### config.mk
export PLATFORM = sky130hd
export DESIGN_NAME = mmu_par_loader
export DESIGN_NICKNAME = d
export VERILOG_FILES = /design/src/rtl/mmu_pkg.sv /design/src/rtl/par_shadow.sv /design/src/rtl/mmu_par_loader.sv
export SDC_FILE = /design/constraint.sdc
export NUM_CORES = 1
export LEC_CHECK = 0
export ABC_AREA = 1
export CORE_UTILIZATION = 31
export CTS_CLUSTER_SIZE = 14
export DETAILED_ROUTE_END_ITERATION = 12
export SYNTH_ARGS = -nofsm -noshare
export SYNTH_HDL_FRONTEND = slang
export SYNTH_SLANG_ARGS = --single-unit
### constraint.sdc
create_clock -name clk -period 4.9 [get_ports clk]
set_clock_uncertainty 0.1 [all_clocks]
set_input_delay 0.98 -clock clk [delete_from_list [all_inputs] [get_ports clk]]
set_output_delay 0.98 -clock clk [all_outputs]
set_load 0.01 [all_outputs]
### src/rtl/mmu_pkg.sv
// mmu_pkg: shared types, field positions and helpers for the MMU PAR loader.
// Address and identity-map word construction live here so all users agree on the layout.
package mmu_pkg;

    typedef enum logic [2:0] {IDLE, WR, RD, CMP, FIN} state_e;

    localparam int          PAR_IDX_W    = 3;
    localparam int          SEL_BIT      = 4;
    localparam logic [15:0] REG_BASE_DEF = 16'hFF80;
    localparam int          PAR_WR_BIT   = 15;
    localparam int          PAR_BASE_W   = 15;

    // Kernel PARs occupy base+0..E, user PARs base+10..1E, one word apart.
    function automatic logic [15:0] par_addr(input logic [15:0] base, input logic [3:0] c);
        return base | (16'(c[3]) << SEL_BIT) | (16'(c[PAR_IDX_W-1:0]) << 1);
    endfunction

    // Identity map: page i maps to block i*128; masked pages lose write permission.
    function automatic logic [15:0] ident_word(input logic [7:0] mask, input logic [PAR_IDX_W-1:0] i);
        logic [15:0] w;
        w                   = '0;
        w[PAR_WR_BIT]       = ~mask[i];
        w[PAR_BASE_W-1:0]   = PAR_BASE_W'({i, 7'd0});
        return w;
    endfunction

endpackage

### src/rtl/par_shadow.sv
// par_shadow: 16x16 copy of every PAR word written, read back during verify.
// Unreset on purpose: each entry is written before the verify pass reads it.
module par_shadow (
    input  logic        clk,
    input  logic        we_i,
    input  logic [3:0]  waddr_i,
    input  logic [15:0] wdata_i,
    input  logic [3:0]  raddr_i,
    output logic [15:0] rdata_o
);

    logic [15:0] mem_q [16];

    always_ff @(posedge clk)
        if (we_i) mem_q[waddr_i] <= wdata_i;

    assign rdata_o = mem_q[raddr_i];

endmodule

### src/rtl/mmu_par_loader.sv
// mmu_par_loader: programs all 16 MMU PARs, optionally verifies them by readback,
// then enables translation. All register-port outputs are registered.
module mmu_par_loader
    import mmu_pkg::*;
#(
    parameter logic [15:0] REG_BASE      = REG_BASE_DEF,
    parameter logic [7:0]  ROM_PAGE_MASK = 8'hF0
) (
    input  logic        clk,
    input  logic        reset_n,
    input  logic        start,
    input  logic        src_sel,
    input  logic        verify_en,
    input  logic        src_valid,
    output logic        src_ready,
    input  logic [15:0] src_data,
    output logic        mmu_ce,
    output logic        mmu_regwr,
    output logic        mmu_regrd,
    output logic [15:0] mmu_addr,
    output logic [15:0] mmu_wdata,
    input  logic [15:0] mmu_rdata,
    input  logic        mmu_valid,
    output logic        busy,
    output logic        done,
    output logic        error,
    output logic [3:0]  err_index,
    output logic        enable_o
);

    state_e      state_q;
    logic [3:0]  cnt_q;
    logic        sel_q, ver_q, last_q;
    logic        src_ready_q, ce_q, regwr_q, regrd_q, busy_q, done_q, error_q, enable_q;
    logic [15:0] addr_q, wdata_q;
    logic [3:0]  err_index_q;

    logic        start_go, wr_go, issue, match;
    logic [3:0]  wr_idx;
    logic [15:0] wr_word, shadow_rd;

    // An issue edge loads the strobe so it is visible for the following cycle;
    // internal mode issues index 0 on the start edge itself.
    always_comb begin
        start_go = (state_q == IDLE) && start;
        wr_go    = (state_q == WR) && !last_q && (!sel_q || (src_valid && src_ready_q));
        issue    = (start_go && !src_sel) || wr_go;
        wr_idx   = start_go ? 4'd0 : cnt_q;
        wr_word  = (state_q == WR && sel_q) ? src_data : ident_word(ROM_PAGE_MASK, wr_idx[2:0]);
        match    = mmu_valid && (mmu_rdata == shadow_rd);
    end

    par_shadow u_shadow (
        .clk     (clk),
        .we_i    (issue),
        .waddr_i (wr_idx),
        .wdata_i (wr_word),
        .raddr_i (cnt_q),
        .rdata_o (shadow_rd)
    );

    always_ff @(posedge clk or negedge reset_n) begin
        if (!reset_n) begin
            state_q     <= IDLE;
            cnt_q       <= '0;
            sel_q       <= 1'b0;
            ver_q       <= 1'b0;
            last_q      <= 1'b0;
            src_ready_q <= 1'b0;
            ce_q        <= 1'b0;
            regwr_q     <= 1'b0;
            regrd_q     <= 1'b0;
            busy_q      <= 1'b0;
            done_q      <= 1'b0;
            error_q     <= 1'b0;
            enable_q    <= 1'b0;
            addr_q      <= '0;
            wdata_q     <= '0;
            err_index_q <= '0;
        end else begin
            ce_q    <= 1'b0;
            regwr_q <= 1'b0;
            regrd_q <= 1'b0;
            done_q  <= 1'b0;
            if (issue) begin
                ce_q    <= 1'b1;
                regwr_q <= 1'b1;
                addr_q  <= par_addr(REG_BASE, wr_idx);
                wdata_q <= wr_word;
            end
            case (state_q)
                IDLE: if (start) begin
                    state_q     <= WR;
                    busy_q      <= 1'b1;
                    sel_q       <= src_sel;
                    ver_q       <= verify_en;
                    last_q      <= 1'b0;
                    error_q     <= 1'b0;
                    enable_q    <= 1'b0;
                    err_index_q <= '0;
                    cnt_q       <= src_sel ? 4'd0 : 4'd1;
                    src_ready_q <= src_sel;
                end
                WR: if (last_q) begin
                    cnt_q   <= '0;
                    state_q <= ver_q ? RD : FIN;
                    done_q  <= !ver_q;
                    ce_q    <= ver_q;
                    regrd_q <= ver_q;
                    addr_q  <= ver_q ? par_addr(REG_BASE, 4'd0) : addr_q;
                end else if (issue) begin
                    last_q      <= (cnt_q == 4'd15);
                    src_ready_q <= src_ready_q && (cnt_q != 4'd15);
                    cnt_q       <= (cnt_q == 4'd15) ? cnt_q : cnt_q + 4'd1;
                end
                RD: state_q <= CMP;
                CMP: if (!match) begin
                    error_q     <= 1'b1;
                    err_index_q <= cnt_q;
                    done_q      <= 1'b1;
                    state_q     <= FIN;
                end else if (cnt_q == 4'd15) begin
                    done_q  <= 1'b1;
                    state_q <= FIN;
                end else begin
                    cnt_q   <= cnt_q + 4'd1;
                    ce_q    <= 1'b1;
                    regrd_q <= 1'b1;
                    addr_q  <= par_addr(REG_BASE, cnt_q + 4'd1);
                    state_q <= RD;
                end
                FIN: begin
                    busy_q   <= 1'b0;
                    enable_q <= !error_q;
                    state_q  <= IDLE;
                end
                default: state_q <= IDLE;
            endcase
        end
    end

    assign src_ready = src_ready_q;
    assign mmu_ce    = ce_q;
    assign mmu_regwr = regwr_q;
    assign mmu_regrd = regrd_q;
    assign mmu_addr  = addr_q;
    assign mmu_wdata = wdata_q;
    assign busy      = busy_q;
    assign done      = done_q;
    assign error     = error_q;
    assign err_index = err_index_q;
    assign enable_o  = enable_q;

endmodule

==> results.yml, run 1 <==
run_status:
  status: "complete, no violations"
timing:
  tightest_slew_ns: 1.29
  fmax_mhz: 257
  holdWs_ns: 0.384
  period_needed_ns: 3.89
  tns_ns: 0
  rsz0062_at_grt: "no"
  timing.final.crit_share_pct: 79.3
  finalHoldViolCount: 0
  setup_viol: 0
  slew_violations: 0
  relSlewSlack_pct: 13.8
finish:
  drive_gt1_share_pct: 9.43
  ff_latch_area_um2: 9040
  fill_cells: 4181
  nets: 1457
  multi_input_area_um2: 3690
  diodes: 0
  syn2layout_area_growth_pct: 19.8
clocking:
  clock-root-buffer: "clkbuf_16"
  cts_max_level: 2
  cts_tree: "yes"
  cts_max_path_buffers: 3
  clkTransAtPathRegs_ns: 0.06
  postCtsSetupBuffers: 0
  cts.sink_count: 310
  hold_buffers: 0
  clock_latency_ns: 0.52
  numCtsBuffers: 34
  ctsResizeCount: 0
yosys:
  synth_nets: 1363
  synthArstFlopShare_pct: 17.4
  synth_area_um2: 13500
  ys_seq_elements: 310
  synth_area_leaders: "edfxtp_1, nand2_1, dfrtp_1, nand3_1, nor2_1"
  syn_avg_cell_area_um2: 10.2
  synth_cell_types: 37
  yosys.area.top_type: "edfxtp_1"
  ys.flop_type: "edfxtp_1"
  ys_warn_count: 0
  synth_top_area_share_pct: 56.7
  ys_seq_area_share_pct: 66.7
  synth_edf_count: 256
  syn_inst: 1323
hold_path:
  hold_start: "mmu_wdata[6]"
  hp-class: "register to register"
floorplan:
  fp.dieW_um: 211
  die_h_um: 211
  core_um2: 43100
  ioPinCount: 83
  core.rowCount: 76
  die-area_um2: 44500
  start_util_pct: 31.5
critical_path:
  crit_path_start: "cnt_q[0]"
  crit_top_cell: "nand2_1"
  startpoint_type: "register"
  cp_max_fo: 82
  end_kind: "register"
  crit_arrival_ns: 4.19
  worstReg2RegStart: "cnt_q[0]"
  cp_data_required_time_ns: 5.20
  cp_cell_sequence: "inv_4 -> buf_4 -> nand2_1 -> nand2_1 -> nand2_1 -> nand3_1 -> nand3_1 -> nand3_1 -> nand2_1 -> nor2_1 -> nand2_1 -> nor2_2 -> nand3_4 -> nor2_2 -> nand2_1 -> nand3_1 -> nor2_1"
  path_delay_family: "simple AND/OR/NAND/NOR gates"
  crit_buf_inv: 2
  critPathMaxStageDelay_ns: 0.68
  worstSetupPathType: "register to register"
  critPathSlowestCell: "inv_4"
route:
  vias_per_cell: 4.74
  drt_pass1_iterations: 5
  finalWirelength_mm: 35.4
  m1WireLength_mm: 15.7
  vias: 9617
  highest_layer: "met4"
  postRouteAntennaNets: 0
  wl_met2_mm: 16.2
  drc: 0
  dr_wl_met3_mm: 2.38
  wl_per_cell_um: 17.5
  drt-initial-drc-count: 799
placed_design:
  gp_congestion: 0.847
  port_buffers: 82
  hpwl_mm: 21.6
job:
  cap_violations: 0
global_route:
  overflow: 0
  track_usage_pct: 16.0
  grt_pass1_vias: 9430
  antenna_found_initial: 0
  grt_max_degree: 83
  grt_pass1_wl_mm: 54.6
power:
  p_total_uw: 9620
  p_leak_uw: 0.00652
  ir_drop_v: 0.000309
  power_density_nw_per_um2: 593
==> layer usage <==
layer | global-route usage, % | vias to the layer above
li1 | - | 4592
met1 | 21.7 | 4629
met2 | 25.5 | 320
met3 | 2.85 | 76
met4 | 6.25 | 0
met5 | 0 | -
==> cells in the mapped netlist (4+ instances only) <==
master / n
buf_2: 24
nor2_2: 4
buf_6: 13
nor2_1: 150
o211ai_1: 18
a21oi_1: 8
clkbuf_1: 15
inv_1: 119
buf_4: 8
nor3_1: 17
nand2_1: 378
buf_1: 4
nand3_1: 146
o21ai_0: 53
dfrtp_1: 54
nand3b_1: 5
a21oi_2: 9
edfxtp_1: 256
o21ai_1: 17
==> worst reg2reg max path: stages, from the launching register on <==
cell	delay, ns
dfrtp_4	0.62
inv_4	0.68
buf_4	0.38
nand2_1	0.05
nand2_1	0.05
nand2_1	0.05
nand3_1	0.10
nand3_1	0.10
nand3_1	0.12
nand2_1	0.06
nor2_1	0.09
nand2_1	0.12
nor2_2	0.28
nand3_4	0.15
nor2_2	0.10
nand2_1	0.35
nand3_1	0.30
nor2_1	0.06
==> cells in the final DEF (no fill, tap or decap), drive strengths merged <==
cell / n
o211ai: 18
clkdlybuf4s50: 81
o21bai: 2
clkinv: 15
o32ai: 1
clkbuf: 43
clkinvlp: 1
nand3: 147
inv: 121
nor3: 17
a31oi: 1
dfrtp: 54
nand2: 379
nor2: 155
buf: 42
ha: 1
edfxtp: 256
or2: 5
a21oi: 17
a21boi: 1
bufinv: 4
o21ai: 70
nand4: 3
o21a: 1
nand3b: 5
o22ai: 2
==> registers in the layout, indices dropped and copies added (netlist names) <==
| name | flops |
|---|---|
| u_shadow.mem_q | 256 |
| mmu_addr | 16 |
| mmu_wdata | 16 |
| cnt_q | 4 |
| err_index | 4 |
| state_q | 3 |
| busy | 1 |
| done | 1 |
| enable_o | 1 |
| error | 1 |
| last_q | 1 |
| mmu_ce | 1 |
| mmu_regrd | 1 |
| mmu_regwr | 1 |
| sel_q | 1 |
| src_ready | 1 |
| ver_q | 1 |
==> cell type report <==
type,count,area share (%)
repair buffers,123,7.00
flip-flops and latches,310,55.7
well taps,585,4.51
inverters,123,2.87
clock inverters,18,1.29
multi-input cells,825,22.7
clock buffers,43,5.89
==> worst paths after layout <==
| kind | end | slack [ns] | cells after the start |
|---|---|---|---|
| max reg2reg | mmu_addr[5] | 1.01 | 17 |
| min | mmu_wdata[6] | 0.38 | 2 |
| max | mmu_addr[5] | 1.01 | 17 |
| min reg2reg | mmu_wdata[6] | 0.38 | 2 |
| min in group asynchronous | mmu_addr[13] | 0.49 | 2 |
| max in group asynchronous | cnt_q[0] | 3.71 | 2 |
==> power breakdown <==
| group | internal, µW | leakage (µW) | total (µW) | switching, µW |
|---|---|---|---|---|
| Sequential | 3490 | 0.00302 | 3630 | 142 |
| Clock | 1600 | 0.000574 | 2640 | 1040 |
| Combinational | 971 | 0.00293 | 3350 | 2380 |
| Total | 6070 | 0.00652 | 9620 | 3560 |
==> stage by stage <==
stage	area (µm²)	instances	worst slack (ns)	utilization, %
global route	16200	2027	0.620	37.7
detailed placement	15100	1966	0.689	35.0
floorplan	13500	1323	1.01	-
global placement	15100	1966	0.684	35.0
CTS	16200	2027	0.967	37.7
finish	16200	2027	1.01	37.7
==> cells by family after synthesis <==
family          synth area share [%]
simple gates                    21.7
buf+inv                         6.49
compound gates                  4.97
flops                           66.7
fa+ha+maj                     0.0923
Power figures use the tool's default switching activity.
==> run 2: changes to the inputs <==
- clock period: 4.9 -> 3.7 ns (I/O delays scaled with it)
==> run 2 against run 1 <==
  * First-iteration DRC count is 16% higher
  * Critical endpoint is now mmu_addr[15]
  * Non-clock buffer count is 17 higher
  * Critical path type unchanged
  * Die area stayed put
==> results.yml, run 2 (synthesized netlist as in run 1, its figures left out) <==
run_status:
  status: "complete, no violations"
global_route:
  antenna_found_initial: 0
  grt_pass1_wl_mm: 54.8
  track_usage_pct: 16.1
  overflow: 0
  grt_max_degree: 65
  grt_pass1_vias: 9437
placed_design:
  hpwl_mm: 22.9
  place_inst: 1983
  gp_congestion: 0.816
  port_buffers: 82
critical_path:
  worstSetupPathType: "register to register"
  end_kind: "register"
  cp_max_fo: 55
  path_delay_family: "simple AND/OR/NAND/NOR gates"
  crit_arrival_ns: 3.59
  crit_top_cell: "nand2_1"
  cp_cell_sequence: "buf_12 -> nor2_1 -> nor2_1 -> o21ai_1 -> nand3_1 -> nand3_1 -> nand2_1 -> nand2_1 -> nand2_1 -> nand3_1 -> nor2_4 -> nand3_4 -> nor2_2 -> nand2_1 -> buf_4 -> a21oi_1"
  critPathMaxStageDelay_ns: 0.64
  startpoint_type: "register"
  critPathSlowestCell: "dfrtp_4"
  crit_buf_inv: 2
  cp_data_required_time_ns: 4.03
timing:
  tightest_slew_ns: 0.793
  rsz0062_at_grt: "no"
  relSlewSlack_pct: 47.1
  slew_violations: 0
  tns_ns: 0
  setup_viol: 0
  finalHoldViolCount: 0
  timing.final.crit_share_pct: 88.2
  fmax_mhz: 306
  period_needed_ns: 3.26
clocking:
  cts_max_level: 2
  hold_buffers: 0
  ctsResizeCount: 0
  numCtsBuffers: 34
  cts_tree: "yes"
  cts.sink_count: 310
  clock-root-buffer: "clkbuf_16"
  cts_max_path_buffers: 3
  clock_latency_ns: 0.50
  clkTransAtPathRegs_ns: 0.06
  postCtsSetupBuffers: 0
power:
  ir_drop_v: 0.000523
  power_density_nw_per_um2: 785
  p_leak_uw: 0.00658
finish:
  finalNonFillerCells: 2042
  layout_commonest_cell: "nand2_1"
  syn2layout_area_growth_pct: 20.5
  layout_common_cells: "nand2_1, edfxtp_1, nand3_1"
  nets: 1474
  diodes: 0
  regMostFlops: "u_shadow.mem_q"
  largest_reg_flops: 256
  drive_gt1_share_pct: 9.88
route:
  finalWirelength_mm: 35.5
  vias: 9653
  postRouteAntennaNets: 0
  drt-initial-drc-count: 923
  wl_per_cell_um: 17.4
  drc: 0
  drt_pass1_iterations: 5
  vias_per_cell: 4.73
floorplan:
  die-area_um2: 44500
  ioPinCount: 83
  fp.dieW_um: 211
  die_h_um: 211
  core_um2: 43100
  core.rowCount: 76
  start_util_pct: 31.5
job:
  cap_violations: 0
hold_path:
  hp-class: "input pin to async pin"
run 2: stage by stage:
stage                     power (µW)  instance area [µm²]  hold slack, ns  utilization (%)  setup WS, ns
after global routing           13600                16300           0.198             37.9         0.311
after floorplan                 7810                13500           0.344                -        0.0517
final                          12800                16300           0.160             37.9         0.437
after global placement          9480                15200           0.353             35.4         0.458
after CTS                      12900                16300           0.165             37.9         0.518
after detailed placement        9560                15200           0.364             35.4         0.366
run 2: metal layers:
metal | GRT usage, % | part of all wire (%)
met3 | 2.05 | 6.3
met2 | 25.2 | 46
met5 | 0 | 0
met1 | 23.5 | 46
met4 | 3.90 | 2.0
run 2: worst paths after layout:
kind	from	endpoint	slack, ns	cells after the start
min in group clk	mmu_wdata[10]	mmu_wdata[10]	0.37	2
max in group asynchronous	reset_n	mmu_wdata[1]	2.54	2
hold / removal	reset_n	mmu_addr[15]	0.16	1
setup / recovery	cnt_q[0]	mmu_addr[15]	0.44	16
hold reg to reg	mmu_wdata[10]	mmu_wdata[10]	0.37	2
setup reg to reg	cnt_q[0]	mmu_addr[15]	0.44	16
run 2: power breakdown:
group | total, µW | switching [µW] | internal (µW)
Sequential | 4810 | 187 | 4620
Combinational | 4710 | 3310 | 1400
Clock | 3300 | 1300 | 2000
run 2: area by class of cell:
cell class,count,area [µm²]
clock buffer,44,941
clock inverter,15,149
fill,4239,26700
inverter,123,467
multi-input combinational,825,3690
sequential,310,9040
tap,585,732
timing repair buffer,140,1310
run 2: worst register-to-register path: cells and delay by family (launching register included):
kind / cells / cell delay [ns]
buffers and inverters: 2 / 0.51
flip-flops: 1 / 0.64
AO/OA/AOI/OAI: 2 / 0.21
AND/OR/NAND/NOR: 12 / 1.74
